**config.mk**
```make
export PLATFORM = sky130hd
export DESIGN_NAME = if_fetch
export DESIGN_NICKNAME = d
export VERILOG_FILES = /design/src/rtl/if_fetch.sv
export SDC_FILE = /design/constraint.sdc
export NUM_CORES = 1
export LEC_CHECK = 0
export ABC_AREA = 1
export BUFFER_PORTS_ARGS = -buffer_cell sky130_fd_sc_hd__buf_2
export CAP_MARGIN = 10
export CORE_ASPECT_RATIO = 2
export CORE_UTILIZATION = 40
export CTS_CLUSTER_DIAMETER = 50
export DETAILED_ROUTE_END_ITERATION = 7
export HOLD_SLACK_MARGIN = 0.12
export PLACE_DENSITY = 0.66
export REMOVE_ABC_BUFFERS = 1
export SYNTH_ARGS = -nofsm -noshare
export SYNTH_HDL_FRONTEND = slang
export SYNTH_SLANG_ARGS = --single-unit
export TNS_END_PERCENT = 5
```
**constraint.sdc**
```tcl
create_clock -name clk -period 2.9 [get_ports clk]
set_input_delay 0.435 -clock clk [delete_from_list [all_inputs] [get_ports clk]]
set_output_delay 0.435 -clock clk [all_outputs]
set_load 0.02 [all_outputs]
```
**src/rtl/if_fetch.sv**
```systemverilog
// RV32I instruction-fetch stage: reads each instruction as four little-endian bytes over a
// shared byte-wide 1-cycle-latency port and presents (pc, inst) to IF/ID under valid/ready.
module if_fetch #(
  parameter int unsigned            ADDR_W   = 32,
  parameter logic [ADDR_W-1:0]      RESET_PC = '0
) (
  input  logic              clk,
  input  logic              rst,
  output logic              mem_req_o,
  output logic [ADDR_W-1:0] mem_addr_o,
  input  logic              mem_gnt_i,
  input  logic [7:0]        mem_rdata_i,
  input  logic              redirect_i,
  input  logic [ADDR_W-1:0] redirect_pc_i,
  input  logic              out_ready_i,
  output logic              inst_valid_o,
  output logic [ADDR_W-1:0] pc_o,
  output logic [31:0]       inst_o
);

  localparam int unsigned CntW     = 3;
  localparam int unsigned InstW    = 32;
  localparam int unsigned BufW     = InstW - 8;
  localparam int unsigned NumBytes = 4;

  typedef enum logic {FETCH, VALID} state_e;

  state_e             state, state_n;
  logic [ADDR_W-1:0]  fetch_pc, fetch_pc_n;
  logic [CntW-1:0]    issue_cnt, issue_cnt_n;
  logic               inflight, inflight_n;
  logic [1:0]         inflight_idx, inflight_idx_n;
  logic [BufW-1:0]    inst_buf, inst_buf_n;
  logic               req_n;
  logic [ADDR_W-1:0]  addr_n;
  logic               valid_n;
  logic [ADDR_W-1:0]  pc_n;
  logic [InstW-1:0]   inst_n;
  logic               accepted;

  // Redirect targets are word aligned; the low bits are intentionally dropped.
  logic unused_redirect_lsbs;
  assign unused_redirect_lsbs = ^redirect_pc_i[1:0];

  // Next-state, byte assembly and lookahead request generation.
  always_comb begin
    accepted       = mem_req_o & mem_gnt_i;
    state_n        = state;
    fetch_pc_n     = fetch_pc;
    issue_cnt_n    = issue_cnt;
    inflight_n     = 1'b0;
    inflight_idx_n = issue_cnt[1:0];
    inst_buf_n     = inst_buf;
    valid_n        = inst_valid_o;
    pc_n           = pc_o;
    inst_n         = inst_o;

    if (redirect_i) begin
      state_n     = FETCH;
      fetch_pc_n  = {redirect_pc_i[ADDR_W-1:2], 2'b00};
      issue_cnt_n = '0;
      valid_n     = 1'b0;
    end else begin
      case (state)
        FETCH: begin
          if (accepted) begin
            issue_cnt_n = issue_cnt + CntW'(1);
            inflight_n  = 1'b1;
          end
          if (inflight) begin
            case (inflight_idx)
              2'd0: inst_buf_n[7:0]   = mem_rdata_i;
              2'd1: inst_buf_n[15:8]  = mem_rdata_i;
              2'd2: inst_buf_n[23:16] = mem_rdata_i;
              default: begin
                inst_n  = {mem_rdata_i, inst_buf};
                pc_n    = fetch_pc;
                valid_n = 1'b1;
                state_n = VALID;
              end
            endcase
          end
        end
        VALID: begin
          if (out_ready_i) begin
            valid_n     = 1'b0;
            fetch_pc_n  = fetch_pc + ADDR_W'(NumBytes);
            issue_cnt_n = '0;
            state_n     = FETCH;
          end
        end
        default: state_n = FETCH;
      endcase
    end

    req_n  = (state_n == FETCH) && (issue_cnt_n < CntW'(NumBytes));
    addr_n = fetch_pc_n + ADDR_W'(issue_cnt_n);
  end

  always_ff @(posedge clk or negedge rst) begin
    if (!rst) begin
      state        <= FETCH;
      fetch_pc     <= RESET_PC;
      issue_cnt    <= '0;
      inflight     <= 1'b0;
      inflight_idx <= '0;
      inst_buf     <= '0;
      mem_req_o    <= 1'b0;
      mem_addr_o   <= '0;
      inst_valid_o <= 1'b0;
      pc_o         <= '0;
      inst_o       <= '0;
    end else begin
      state        <= state_n;
      fetch_pc     <= fetch_pc_n;
      issue_cnt    <= issue_cnt_n;
      inflight     <= inflight_n;
      inflight_idx <= inflight_idx_n;
      inst_buf     <= inst_buf_n;
      mem_req_o    <= req_n;
      mem_addr_o   <= addr_n;
      inst_valid_o <= valid_n;
      pc_o         <= pc_n;
      inst_o       <= inst_n;
    end
  end

endmodule
```
==> impl_metrics.json <==
{
  "outcome": "finished, final reports clean",
  "vias": 6460,
  "boundaryPins": 143,
  "setup_viol": 0,
  "synthCells": 899,
  "worst_setup_path_category": "flop to flop",
  "buffer_ports.inserted": 140,
  "h_tree_lvl_count": 4,
  "fill_cells": 1894,
  "clock_skew_ns": 0.00752,
  "rrSetupSlack_ns": 0.15,
  "maxClockFrequency_ghz": 0.364,
  "setup_slack_ns": 0.153,
  "cp_peak_stage_delay_ns": 0.41,
  "worstReg2RegEnd": "mem_addr_o[24]",
  "ys_ff_latch": 161,
  "detail_route.drc_violations": 0,
  "clock_latency_on_the_worst_skew_pair_ns": 0.43,
  "period_share": 0.947,
  "dpl.cell_count": 1303,
  "via_per_inst": 4.81,
  "reported_max_cap_violation_count": 0,
  "design.die.area_sq_um": 20400,
  "synth.lib_cells_used.distinct": 36,
  "remaining_antenna_violation_count": 0,
  "detail_route.wl_per_cell_microns": 15.8,
  "storage_cell_area_sq_um": 4030,
  "placement.setup.worst_slack_ns": -0.100,
  "worst_pin_slew_ns": 0.638,
  "clock_sink_count": 161,
  "critical_path_arrival_ns": 3.07,
  "hold_violations": 0,
  "crit_required_ns": 3.22,
  "post_synth_instance_area_sq_um": 7920,
  "area_growth_syn_to_layout_pct": 23.8,
  "power.share.sequential": 0.445,
  "place_hpwl_mm": 16.3,
  "critical_path.startpoint_type": "flop",
  "wirelength_mm": 21.2,
  "grt_max_degree": 59,
  "min_from": "redirect_i",
  "setup_repair_after_global_routing_missed_its_margin": "yes",
  "wire_length_of_the_first_global_routing_pass_mm": 33.1,
  "cts-buffers-inserted": 17,
  "detail_route.first_pass.iterations": 5,
  "placementRows": 72,
  "holdPathEnd": "inflight",
  "layout-drive-gt1-share": 0.321,
  "slew_headroom": 0.575,
  "layout.cells.most_common_list": "sky130_fd_sc_hd__nand2_1 (205), sky130_fd_sc_hd__dfrtp_1 (161), sky130_fd_sc_hd__buf_2 (139), sky130_fd_sc_hd__inv_1 (97), sky130_fd_sc_hd__nand3_1 (73)",
  "worst-path-max-fanout": 7,
  "timing.hold.worst.class": "input port to flop",
  "fin_total_pwr_mw": 6.21,
  "combined_global_route_utilization_of_all_metal_layers": 0.218,
  "antenna_found_initial": 1,
  "power.leakage_nw": 5.09,
  "sequential_area_share_after_synthesis": 0.508,
  "power.density_nw_per_um2": 632,
  "final.min_clock_period_ns": 2.75,
  "finish.utilization": 0.507,
  "cp_slowest_cell": "sky130_fd_sc_hd__dfrtp_1",
  "net_load_switching_power_mw": 1.91,
  "p_int_mw": 4.29,
  "cts.path.max_buffers": 2,
  "multi_input_comb_area_sq_um": 3460,
  "clk_pin_slew_ns": 0.06,
  "tritoncts": "built",
  "post-route-cell-area_sq_um": 9810,
  "grt.overflow.total": 0,
  "timing.critical_path.max_delay_family": "simple AND/OR/NAND/NOR gates",
  "combinational_cell_fraction_of_total_power": 0.193,
  "crit_buf_inv": 3,
  "floorplan.core_area_sq_um": 19400,
  "cts_root_buf": "sky130_fd_sc_hd__clkbuf_16",
  "timing.critical_path.cells": "buf_4, nor2_4, nor2_2, nor2_2, ha_2, inv_1, fa_2, inv_2, a21oi_2, nor2_4, nand2_2, nor2_4, nand3_4, nor2_4, nand2_4, nor2_8, nand3_2, nand2_1, nand2_1",
  "worst_r2r_startpoint": "state",
  "worst_setup_path_end_kind": "flop",
  "rd_place_congestion": 0.922,
  "power_switching_share": 0.308,
  "via_count_of_the_first_global_routing_pass": 6475,
  "placedInstanceArea_sq_um": 9100,
  "slew_viol_final": 0,
  "most_common_library_cell_in_the_layout_ignoring_fill_and_taps": "sky130_fd_sc_hd__nand2_1",
  "synth-warning-count": 0,
  "initial_core_util": 0.409,
  "final_cell_count_no_fill": 1342,
  "vdd_ir_drop_max_uv": 326,
  "drtIter0Drc": 326,
  "whs_path_depth": 2,
  "worst_r2r_path_depth": 19,
  "p_clk_frac": 0.363,
  "die_w_microns": 102,
  "die_y_microns": 201,
  "average_instance_area_after_synthesis_sq_um": 8.81,
  "num-nets-final": 1120,
  "critPathMostFrequentCell": "sky130_fd_sc_hd__nor2_4"
}
-- per-stage QoR --
stage / setup TNS, ns / hold WS [ns]
after global placement: -0.125 / 0.387
after detailed placement: -0.372 / 0.393
after global routing: -0.0315 / 0.292
after CTS: 0 / 0.234
after floorplan: -4.35 / 0.139
final: 0 / 0.276
-- repair_timing --
action / 4_1_cts / 5_1_grt
buffers inserted: 1 / 4
endpoints found under the setup margin: 1 / 18
pin swaps: 0 / 10
hold buffers: 1 / 0
resized for setup: 0 / 18
hold endpoints to repair: 50 / 0
-- kinds of logic (layout without fill, tap and decap cells) --
family,count (synthesis),in the layout,share of synthesized area
DFF,161,161,0.508
other,0,1,0
adders and majority gates,6,6,0.0104
AOI/OAI and AO/OA,85,85,0.0567
and+or+nand+nor,473,473,0.304
buffers and inverters,131,314,0.0646
muxes,26,26,0.0369
xor gates and xnor gates,17,17,0.0188
-- power by group through the flow --
stage                     sequential (mW)  clock, mW  combinational [mW]
after global placement               2.79          0                1.18
after global routing                 2.80       2.38                1.33
after CTS                            2.76       2.30                1.20
final                                2.76       2.25                1.19
after detailed placement             2.80          0                1.19
after floorplan                      3.00          0               0.527
-- state kept, by name (all words and copies together) (netlist names) --
signal / cells
fetch_pc: 32
inst_o: 32
mem_addr_o: 32
pc_o: 32
inst_buf: 24
issue_cnt: 3
inflight_idx: 2
inflight: 1
inst_valid_o: 1
mem_req_o: 1
state: 1
-- synth_stat cells (all sizes together) --
cell type  count  share of area
a21boi         1         0.0014
a21oi          3         0.0019
a31oi          3         0.0024
buf            8         0.0062
clkbuf        15         0.0071
clkinv         1        0.00063
dfrtp        161           0.51
fa             1         0.0025
ha             5         0.0079
inv          107          0.051
mux2          26          0.037
nand2        232           0.12
nand3         84          0.059
nand4         26          0.021
nor2          99          0.074
nor3          10         0.0096
nor3b          1        0.00095
o21a           1        0.00095
o21ai         77          0.050
or2           21          0.017
xnor2          2         0.0022
xor2          15          0.017
-- layer usage --
metal | vias to the layer above | global-route usage | share of wire
li1 | 3220 | - | -
met1 | 3026 | 0.226 | 0.37
met2 | 163 | 0.398 | 0.55
met3 | 51 | 0.0317 | 0.031
met4 | 0 | 0.131 | 0.049
met5 | - | 0 | 0
-- worst max-delay path by stage --
stage,start,slack [ns],cells past startpoint,end
floorplan,redirect_i,-0.43,17,mem_addr_o[24]
global placement,mem_gnt_i,-0.05,20,mem_addr_o[24]
global route,state,-0.02,20,mem_addr_o[24]
detailed placement,mem_gnt_i,-0.10,20,mem_addr_o[24]
finish,state,0.15,19,mem_addr_o[24]
CTS,state,0.02,18,mem_addr_o[24]
-- layout make-up --
type / instances / share of cell area
Antenna cell: 1 / 0.000255
Clock buffer: 21 / 0.0469
Clock inverter: 11 / 0.0133
Inverter: 108 / 0.0414
Multi-Input combinational cell: 607 / 0.352
Sequential cell: 161 / 0.411
Tap cell: 259 / 0.0330
Timing Repair Buffer: 174 / 0.102
Power figures use the tool's default switching activity.
